**src/rtl/hbm_edge_rd_responder.sv**
```systemverilog
// hbm_edge_rd_responder
//   Controller-side responder for one HBM pseudo-channel edge read path.
//   Edge-word read requests are queued in a small FIFO. Each entry is issued as
//   a single-beat AXI4 read. Returned words are forwarded in order, one cycle
//   after the R beat.
//
//   Optional feature macro: HBM_RD_PERF_EN
//     When defined, adds rd_req_cnt (AR handshakes) and rd_rsp_cnt (R beats
//     forwarded). Both are saturating 32-bit counters.
//
// Ports
//   clk                   clock
//   rst                   synchronous reset, active low
//   rd_hbm_edge_addr      edge-word index of a request
//   rd_hbm_edge_valid     request strobe (no ready; always taken or dropped)
//   hbm_controller_full   registered backpressure to the request sender
//   hbm_controller_edge   returned edge word
//   hbm_controller_valid  one-cycle qualifier for hbm_controller_edge
//   m_axi_ar*             AXI4 read-address channel (single beat, ID 0)
//   m_axi_r*              AXI4 read-data channel (rready tied high)
//   err_overflow          sticky: a request was dropped because the FIFO was full
//   rd_req_cnt/rd_rsp_cnt performance counters (HBM_RD_PERF_EN only)
//
// AR FSM
//   state   | meaning
//   ST_IDLE | no AR presented; pops the FIFO when there is an entry and credit
//   ST_ADDR | AR presented and held until arready; can chain 1 AR per cycle
module hbm_edge_rd_responder #(
  parameter int                    HBM_AWIDTH      = 32,
  parameter int                    HBM_DWIDTH      = 512,
  parameter int                    AXI_AWIDTH      = 33,
  parameter logic [AXI_AWIDTH-1:0] HBM_BASE_ADDR   = '0,
  parameter int                    REQ_FIFO_DEPTH  = 16,
  parameter int                    FULL_THRESH     = 12,
  parameter int                    MAX_OUTSTANDING = 16
) (
  input  logic                  clk,
  input  logic                  rst,
  input  logic [HBM_AWIDTH-1:0] rd_hbm_edge_addr,
  input  logic                  rd_hbm_edge_valid,
  output logic                  hbm_controller_full,
  output logic [HBM_DWIDTH-1:0] hbm_controller_edge,
  output logic                  hbm_controller_valid,
  output logic [AXI_AWIDTH-1:0] m_axi_araddr,
  output logic [7:0]            m_axi_arlen,
  output logic [2:0]            m_axi_arsize,
  output logic                  m_axi_arvalid,
  input  logic                  m_axi_arready,
  input  logic [HBM_DWIDTH-1:0] m_axi_rdata,
  input  logic                  m_axi_rvalid,
  input  logic                  m_axi_rlast,
  output logic                  m_axi_rready,
  output logic                  err_overflow
`ifdef HBM_RD_PERF_EN
  ,
  output logic [31:0]           rd_req_cnt,
  output logic [31:0]           rd_rsp_cnt
`endif
);

  localparam int PTR_W      = $clog2(REQ_FIFO_DEPTH);
  localparam int CNT_W      = PTR_W + 1;
  localparam int OUT_W      = $clog2(MAX_OUTSTANDING + 1);
  localparam int BEAT_SHIFT = $clog2(HBM_DWIDTH / 8);

  localparam logic [CNT_W-1:0] FIFO_DEPTH_C  = CNT_W'(REQ_FIFO_DEPTH);
  localparam logic [CNT_W-1:0] FULL_THRESH_C = CNT_W'(FULL_THRESH);
  localparam logic [OUT_W-1:0] MAX_OUT_C     = OUT_W'(MAX_OUTSTANDING);

  typedef enum logic {ST_IDLE, ST_ADDR} state_t;

  state_t                  state_q, state_d;
  logic [HBM_AWIDTH-1:0]   fifo_mem [REQ_FIFO_DEPTH];
  logic [PTR_W-1:0]        wr_ptr, rd_ptr;
  logic [CNT_W-1:0]        fifo_cnt, fifo_cnt_next;
  logic [OUT_W-1:0]        out_cnt, out_cnt_next;
  logic                    fifo_empty, fifo_full;
  logic                    push, pop, ar_hs, r_done, arvalid_d;
  logic [AXI_AWIDTH-1:0]   head_addr, araddr_calc;

  assign m_axi_arlen  = 8'd0;
  assign m_axi_arsize = 3'(BEAT_SHIFT);
  assign m_axi_rready = 1'b1;

  assign fifo_empty = (fifo_cnt == '0);
  assign fifo_full  = (fifo_cnt == FIFO_DEPTH_C);
  assign ar_hs      = m_axi_arvalid & m_axi_arready;
  // An R beat with nothing outstanding is a protocol error; it must not underflow the credit count.
  assign r_done     = m_axi_rvalid & m_axi_rready & m_axi_rlast & (out_cnt != '0);
  // A pop in the same cycle frees the slot, so a push into a full FIFO still lands.
  assign push       = rd_hbm_edge_valid & (~fifo_full | pop);

  // Carry beyond AXI_AWIDTH is intentionally discarded.
  assign head_addr   = AXI_AWIDTH'(fifo_mem[rd_ptr]);
  assign araddr_calc = HBM_BASE_ADDR + (head_addr << BEAT_SHIFT);

  always_comb begin
    out_cnt_next = out_cnt;
    case ({ar_hs, r_done})
      2'b10:   out_cnt_next = out_cnt + OUT_W'(1);
      2'b01:   out_cnt_next = out_cnt - OUT_W'(1);
      default: out_cnt_next = out_cnt;
    endcase
  end

  always_comb begin
    fifo_cnt_next = fifo_cnt;
    case ({push, pop})
      2'b10:   fifo_cnt_next = fifo_cnt + CNT_W'(1);
      2'b01:   fifo_cnt_next = fifo_cnt - CNT_W'(1);
      default: fifo_cnt_next = fifo_cnt;
    endcase
  end

  // Pop only looks at the registered occupancy, so a word pushed this cycle is never popped this cycle.
  always_comb begin
    state_d   = state_q;
    pop       = 1'b0;
    arvalid_d = m_axi_arvalid;
    case (state_q)
      ST_IDLE: begin
        arvalid_d = 1'b0;
        if (!fifo_empty && (out_cnt < MAX_OUT_C)) begin
          pop       = 1'b1;
          arvalid_d = 1'b1;
          state_d   = ST_ADDR;
        end
      end
      ST_ADDR: begin
        if (ar_hs) begin
          // The handshaking AR is counted in out_cnt_next, so chaining cannot exceed the credit limit.
          if (!fifo_empty && (out_cnt_next < MAX_OUT_C)) begin
            pop = 1'b1;
          end else begin
            arvalid_d = 1'b0;
            state_d   = ST_IDLE;
          end
        end
      end
      default: begin
        arvalid_d = 1'b0;
        state_d   = ST_IDLE;
      end
    endcase
  end

  always_ff @(posedge clk) begin
    if (rst && push) begin
      fifo_mem[wr_ptr] <= rd_hbm_edge_addr;
    end
  end

  always_ff @(posedge clk) begin
    if (!rst) begin
      state_q              <= ST_IDLE;
      wr_ptr               <= '0;
      rd_ptr               <= '0;
      fifo_cnt             <= '0;
      out_cnt              <= '0;
      m_axi_arvalid        <= 1'b0;
      m_axi_araddr         <= '0;
      hbm_controller_full  <= 1'b0;
      err_overflow         <= 1'b0;
      hbm_controller_edge  <= '0;
      hbm_controller_valid <= 1'b0;
    end else begin
      state_q       <= state_d;
      m_axi_arvalid <= arvalid_d;
      if (pop) begin
        m_axi_araddr <= araddr_calc;
        rd_ptr       <= rd_ptr + PTR_W'(1);
      end
      if (push) begin
        wr_ptr <= wr_ptr + PTR_W'(1);
      end
      fifo_cnt            <= fifo_cnt_next;
      out_cnt             <= out_cnt_next;
      hbm_controller_full <= (fifo_cnt_next >= FULL_THRESH_C);
      if (rd_hbm_edge_valid && !push) begin
        err_overflow <= 1'b1;
      end
      if (m_axi_rvalid) begin
        hbm_controller_edge <= m_axi_rdata;
      end
      hbm_controller_valid <= m_axi_rvalid;
    end
  end

`ifdef HBM_RD_PERF_EN
  always_ff @(posedge clk) begin
    if (!rst) begin
      rd_req_cnt <= '0;
      rd_rsp_cnt <= '0;
    end else begin
      if (ar_hs && (rd_req_cnt != 32'hFFFF_FFFF)) begin
        rd_req_cnt <= rd_req_cnt + 32'd1;
      end
      if (m_axi_rvalid && (rd_rsp_cnt != 32'hFFFF_FFFF)) begin
        rd_rsp_cnt <= rd_rsp_cnt + 32'd1;
      end
    end
  end
`endif

endmodule

```
**config.mk**
```make
export PLATFORM = sky130hd
export DESIGN_NAME = hbm_edge_rd_responder
export DESIGN_NICKNAME = d
export VERILOG_FILES = /design/src/rtl/hbm_edge_rd_responder.sv
export SDC_FILE = /design/constraint.sdc
export NUM_CORES = 2
export LEC_CHECK = 0
export BUFFER_PORTS_ARGS = -buffer_cell sky130_fd_sc_hd__buf_2
export CAP_MARGIN = 20
export CORE_AREA = 2 2 429 431
export DETAILED_ROUTE_END_ITERATION = 10
export DIE_AREA = 0 0 431 433
export PLACE_DENSITY_LB_ADDON = 0.05
export REMOVE_ABC_BUFFERS = 1
export SLEW_MARGIN = 20
export SYNTH_ARGS = -nofsm -noshare
export SYNTH_HDL_FRONTEND = slang
export SYNTH_SLANG_ARGS = --single-unit
```
**constraint.sdc**
```tcl
create_clock -name clk -period 9.2 [get_ports clk]
set_input_delay 1.84 -clock clk [delete_from_list [all_inputs] [get_ports clk]]
set_output_delay 1.84 -clock clk [all_outputs]
set_load 0.01 [all_outputs]
```
### Word-level counts from Yosys, hierarchy flattened

Memories as Yosys holds them, arrays and structs flattened. A register that Yosys moved wholly into a read port is not among the register bits.
Index checks and enable logic that the tools add are counted.
W data, S select, Z words.

* add/sub/neg operators: 6
* $lt $le $gt $ge: 3
* equality and inequality tests: 7
* mux-type cells: 13
* bitwise operators: 7
* reductions and logical operators: 10

Operator list (number)
* $pmux W5 S2: 2
* $add A5 B1 Y5 const B: 2
* $lt A5 B5 Y1 const B: 2
* $sub A5 B1 Y5 const B: 2
* $add A4 B1 Y4 const B: 2
* $mux W1: 8
* $pmux W1 S2: 3
* $eq A5 B5 Y1 const B: 1
* $ge A5 B4 Y1 const B: 1
* $logic_not A5 Y1: 1
* $reduce_bool A5 Y1: 1
* $and A1 B1 Y1: 4
* $eq A2 B1 Y1 const B: 2
* $eq A2 B2 Y1 const B: 2
* $logic_and A1 B1 Y1: 4
* $logic_not A1 Y1: 3
* $ne A2 B1 Y1 const B: 1
* $ne A2 B2 Y1 const B: 1
* $not A1 Y1: 2
* $reduce_and A2 Y1: 1
* $or A1 B1 Y1: 1

* register bits after elaboration: 535
* RAM bits: 512
* input bits: 550
* output and inout bits: 561
* memories: 1

Memories
* fifo_mem: depth 16, width 32, rd ports 1, clocked after memory_dff 1, wr ports 1, RTL line 73 `logic [HBM_AWIDTH-1:0] fifo_mem [REQ_FIFO_DEPTH];`

### Logic depth before layout (Yosys ltp)

* depth after elaboration: 14
* gate-level depth with buffers: 24

### Worst setup path before layout

No wires, ideal clock.

* path kind: input-to-reg
* from: in m_axi_rvalid
* to: mem fifo_mem[0][0] (enable)
* library setup time: 479 ps
* data arrival time: 7230 ps
* data required time: 8721 ps
* path slack: 1490 ps
* cell stages on the path: 15
* buffers on the path: 5
* cells stage by stage: clkbuf_1 > buf_2 > buf_1 > nand2_1 > a21oi_1 > ha_1 > buf_2 > xor2_1 > ha_1 > o211a_1 > o31ai_4 > a211o_1 > o21ai_1 > buf_2 > nor4_1

* cells in the longest elaborated chain, start to end: 14
* elaborated cells between the ends (all ways): 15

Ends and longest elaborated chain
* start: declaration: RTL line 50 `input logic m_axi_rvalid,`
* $and A1 B1 Y1 (*) (2 in a row): RTL line 89 `assign r_done = m_axi_rvalid & m_axi_rready & m_axi_rlast & (out_cnt != '0);`
* $eq A2 B1 Y1 / $eq A2 B2 Y1 (equally long branches): RTL line 99 `case ({ar_hs, r_done})`
* $pmux W5 S2 (*): RTL line 99
* $lt A5 B5 Y1 (*): RTL line 132 `if (!fifo_empty && (out_cnt_next < MAX_OUT_C)) begin`
* $logic_and A1 B1 Y1 (*): RTL line 132
* $mux W1 (*): RTL line 132
* $mux W1 (*): RTL line 130 `if (ar_hs) begin`
* $pmux W1 S2 (*): RTL line 120 `case (state_q)`
* $or A1 B1 Y1 (*): RTL line 91 `assign push = rd_hbm_edge_valid & (~fifo_full | pop);`
* $and A1 B1 Y1 (*): RTL line 91
* $logic_and A1 B1 Y1 (*): RTL line 148 `if (rst && push) begin`
* $mux W1 (*): RTL line 148
* $mux W1 (implied by the code) (*): RTL line 149 `fifo_mem[wr_ptr] <= rd_hbm_edge_addr;`
* end: declaration: RTL line 73

Mark *: on every way between the ends. The rest lies on a longest branch, timed or not.

### Worst setup path after layout

* from: in m_axi_rvalid
* to: reg fifo_cnt[4]

* cells in the longest elaborated chain, start to end: 13
* elaborated cells between the ends (all ways): 15

Ends and longest elaborated chain
* $and A1 B1 Y1 (*) (2 in a row): RTL line 89
* $eq A2 B1 Y1 / $eq A2 B2 Y1 (equally long branches): RTL line 99
* $pmux W5 S2 (*): RTL line 99
* $lt A5 B5 Y1 (*): RTL line 132
* $logic_and A1 B1 Y1 (*): RTL line 132
* $mux W1 (*): RTL line 132
* $mux W1 (*): RTL line 130
* $pmux W1 S2 (*): RTL line 120
* $or A1 B1 Y1: RTL line 91
* $and A1 B1 Y1: RTL line 91
* $eq A2 B1 Y1 / $eq A2 B2 Y1 (equally long branches): RTL line 108 `case ({push, pop})`
* $pmux W5 S2 (*): RTL line 108
* end signal: assignment: RTL line 176 `fifo_cnt <= fifo_cnt_next;`
* end: declaration: RTL line 75 `logic [CNT_W-1:0] fifo_cnt, fifo_cnt_next;`

Marks and branches as above.
A chain may end at the register's enable or synchronous reset.

==> impl_summary.md <==
Placed design
Routability-driven placement finished with a final weighted congestion of 0.862. The estimated wirelength of the detail-placed design is 130000 microns. The placed instance area is 46000 sq um. The number of buffers inserted by port buffering is 1087.

Detailed routing
For this run, the detailed router's first-pass iteration total came to 4. The ratio of routed vias to standard cells is 3.97. The final antenna-violating net count is 0. The routed layout has 24.4k vias. The total wirelength of the detailed-routed design is 173000 microns.

In the routed design, unresolved DRC markers number 0. After detailed routing, the average wire length per cell comes to 28.2 microns. The first routing iteration left 1331 violations.

Layout
From synthesis to final layout, the design area changed by 32.9%. The filler cell count is 19.1k. With fillers left out, the area of the finished cells amounts to 50300 sq um.

Of the cells placed in the final design, the portion with a size suffix greater than 1 is 39.6%. The sequential cells in the finished layout cover a total of 24200 sq um. After the last flow step, the layout net total stands at 4204. The area occupied by multi-input gates is 12900 sq um.

Synthesis
The sequential fraction of the synthesis area is 64.0%. The synthesized area divided by synthesized cell count is 14.9 sq um. The number of warning messages in the yosys log is 0. In this run the cell area of the synthesized design comes to 37900 sq um. Yosys mapped the design onto 46 distinct sky130hd cell types. Sorting the synthesized cells by area gives the leading types as sky130_fd_sc_hd__edfxtp_1 (34%), sky130_fd_sc_hd__dfxtp_1 (30%), sky130_fd_sc_hd__mux2i_1 (14%). The synthesized flop and latch total is 994. After synthesis, the largest area contributor takes up 34.3% of total cell area. The most area-hungry cell type in the Yosys netlist is sky130_fd_sc_hd__edfxtp_1. The number of standard cells after synthesis is 2536.

Power
Power spread over the standard cell area amounts to 240 nW/um^2. The largest voltage drop on the vdd net is 0.135 mV. The clock network fraction of total power is 42.0%. Summed over all cells, the static leakage comes to 21.0 nW.

Sequential cells account for 41.8% of the total power. The switching part of the total power is 28.2%. For this design the total switching power over the nets is 3.41 mW. Combinational logic is responsible for 16.3% of the overall power. The internal power of the cells totals 8.70 mW.

Critical path
On the critical path the largest part of the delay comes from adder cells. The most common cell type on the critical path is sky130_fd_sc_hd__ha_1. The highest cell delay on the worst timing path is 0.62 ns.

STA classifies the critical path startpoint as an input pin. Of all nets on the critical path, the largest fanout is 33. Data on the critical path arrives at its endpoint at 6.56 ns.

The signal on the critical path passes through buf_8 > nand2_1 > a21oi_1 > ha_1 > xor2_1 > ha_1 > o211a_1 > o31ai_4 > and2_1 > o31a_2 > buf_4 > ha_1 > inv_1 > fa_1 > nor2b_1 > o21ai_0 > and3_1 > nor3_1 > xnor2_1 > and2_1. The endpoint class of the critical path is a flop. The critical setup path kind is input pin to flop. STA puts the critical path data required time at 9.87 ns. The count of buffer and inverter cells on the critical path is 3. The slowest cell on the critical path is sky130_fd_sc_hd__buf_4.

STA
The maximum clock skew at final layout is 0.0311 ns. Setup repair after global routing left no endpoint under its margin. The number of max-slew violations in the final report is 0. The actual transition at the worst max-transition pin is 1.13 ns. Static timing analysis puts the maximum clock frequency at 170 MHz. Measured against its own limit, the worst slew margin works out to 24.9%. The final sum of negative setup slack is 0 ns.

Setup violations remaining at the end of the flow were counted as 0. The final count of hold timing violations is 0. The share of the clock period used by the worst path after layout is 64.0%. Final hold analysis gives a worst-case slack of 0.471 ns. The final critical path time including I/O delays and setup is 5.89 ns.

Floorplan
The starting utilization of the core area is 20.8%. The vertical extent of the die is 433 microns. The boundary pin count is 1111. The count of standard-cell rows is 157. In this run the standard cell core region covers 182000 sq um. Measured along the x axis, the die boundary spans 431 microns. The area of the die is 187000 sq um.

Clocking
The clock reaches the later pin of the worst-skew pair after 0.78 ns. The quantity of gates resized following cts is 0. The quantity of hold-fixing buffers added after cts is 0. Post-CTS timing repair inserted 0 buffers for setup. The total clock buffers created by CTS is 131. The maximum buffer depth of the clock tree is 3. The root buffer selected by CTS is sky130_fd_sc_hd__clkbuf_16.

TritonCTS built the clock tree. CTS saw 994 sinks. The level count of the clock H-tree is 4. Clock-pin slew was measured on the worst setup and hold paths at 0.06 ns.

GRT
The overall fraction of global-route tracks in use is 17.9%. The maximum number of pins on one net before global-route repair is 115. The number of antenna violations at the first check in global routing is 108.

The number of global-route vias before repair is 24.1k. The first global-routing pass estimated 227000 microns of wire. The total overflow left after global routing is 0.

Run status
The flow ran to the end, and the final reports show no timing, DRC or antenna violations.

Flow run
Across the run, the number of max-cap violations was 0.

Min path
The class of the most critical hold timing path is flop to flop.
==> cells by family (layout without fill, tap and decap cells) <==
| logic type | after synthesis | in the layout | share of synthesized area, % |
|---|---|---|---|
| flops | 994 | 994 | 64.0 |
| mux | 678 | 678 | 22.4 |
| simple gates | 612 | 612 | 9.95 |
| buf+inv | 189 | 1377 | 2.28 |
| compound gates | 35 | 35 | 0.648 |
| fa+ha+maj | 14 | 14 | 0.482 |
| xor+xnor | 12 | 12 | 0.278 |
| other cells | 2 | 32 | 0.0198 |
==> final cells by class <==
| class | instances | share of cell area, % |
|---|---|---|
| inverters | 9 | 0.0671 |
| diodes | 14 | 0.0696 |
| multi-input cells | 1369 | 25.7 |
| clock inverters | 50 | 1.22 |
| clock buffers | 183 | 7.28 |
| flip-flops and latches | 994 | 48.1 |
| repair buffers | 1135 | 11.6 |
| well taps | 2385 | 5.93 |
==> power groups by stage <==
stage	registers, mW	logic [mW]	clock network, mW
after detailed placement	5.16	2.04	0
after floorplan	5.26	1.02	0
final	5.06	1.97	5.08
after global placement	5.16	2.04	0
after CTS	5.07	2.04	5.29
after global routing	5.10	2.14	5.43
==> synth_stat cells (all sizes together) <==
cell and n:
o211a 1, mux2i 543, edfxtp 432, nor3b 1
nor4 5, dfxtp 562, nand2 15, a311oi 1
o31ai 1, mux4 135, a211o 1, nand4 2
xnor2 6, buf 89, and3 2, inv 9
a21oi 8, a21o 2, clkbuf 91, a31o 1
nor2 2, o21ai 10, xor2 6, nand2b 5
o2bb2ai 1, a21boi 4, fa 1, or3 2
nand3 4, conb 2, o21a 1, a22o 1
ha 13, nor2b 547, and2 12, o211ai 1
nor3 15, o31a 1, a22oi 1
==> registers in the layout, indices dropped and copies added, names as in the netlist <==
name and cells:
hbm_controller_valid 1, rd_ptr 4, hbm_controller_full 1, fifo_cnt 5, m_axi_araddr 27, fifo_mem 432, wr_ptr 4, state_q 1
hbm_controller_edge 512, err_overflow 1, out_cnt 5, m_axi_arvalid 1
==> per-layer routing <==
layer | routed length (microns) | vias up | part of all wire [%] | track usage (%)
li1 | - | 11300 | - | -
met1 | 73600 | 12000 | 42 | 22.5
met4 | 3780 | 10 | 2.2 | 3.48
met3 | 14100 | 337 | 8.1 | 6.73
met2 | 81900 | 756 | 47 | 29.4
met5 | 71 | - | 0.041 | 0
==> per-stage QoR <==
stage | util, % | instances | worst slack [ns] | total power, mW
after global placement | 25.3 | 5892 | 2.45 | 7.19
final | 27.6 | 6139 | 3.31 | 12.1
after detailed placement | 25.3 | 5892 | 2.48 | 7.20
after global routing | 27.6 | 6127 | 3.00 | 12.7
after floorplan | - | 2372 | 2.26 | 6.27
after CTS | 27.6 | 6125 | 3.33 | 12.4
==> worst register-to-register path: stages, from the launching register on <==
cell and delay (ns):
sky130_fd_sc_hd__dfxtp_1 0.45, sky130_fd_sc_hd__nor2_1 0.12, sky130_fd_sc_hd__a21oi_1 0.20, sky130_fd_sc_hd__ha_1 0.45, sky130_fd_sc_hd__xor2_1 0.12, sky130_fd_sc_hd__ha_1 0.24
sky130_fd_sc_hd__o211a_1 0.25, sky130_fd_sc_hd__o31ai_4 0.28, sky130_fd_sc_hd__and2_1 0.18, sky130_fd_sc_hd__o31a_2 0.13, sky130_fd_sc_hd__buf_4 0.62, sky130_fd_sc_hd__ha_1 0.37
sky130_fd_sc_hd__inv_1 0.11, sky130_fd_sc_hd__fa_1 0.39, sky130_fd_sc_hd__nor2b_1 0.16, sky130_fd_sc_hd__o21ai_0 0.11, sky130_fd_sc_hd__and3_1 0.19, sky130_fd_sc_hd__nor3_1 0.18
sky130_fd_sc_hd__xnor2_1 0.12, sky130_fd_sc_hd__and2_1 0.17
==> cell usage in the layout (no fill, tap or decap), drive strengths merged, types with 5 or more instances in the layout <==
master	count
dfxtp	562
edfxtp	432
nor4	5
buf	1135
xor2	6
o21ai	10
clkbuf	183
a21oi	8
ha	13
xnor2	6
clkinv	38
conb	18
nand2	15
and2	12
nor3	15
nand2b	5
mux2i	543
mux4	135
inv	15
nor2b	547
diode	14
==> worst paths after layout <==
path	from	endpoint	slack, ns	cells past startpoint
worst max-delay path	m_axi_rvalid	fifo_cnt[4]	3.31	20
worst min register to register	err_overflow	err_overflow	0.47	1
worst max register to register	out_cnt[1]	fifo_cnt[4]	4.25	19
worst min-delay path	err_overflow	err_overflow	0.47	1
(Power assumes the default switching activity.)
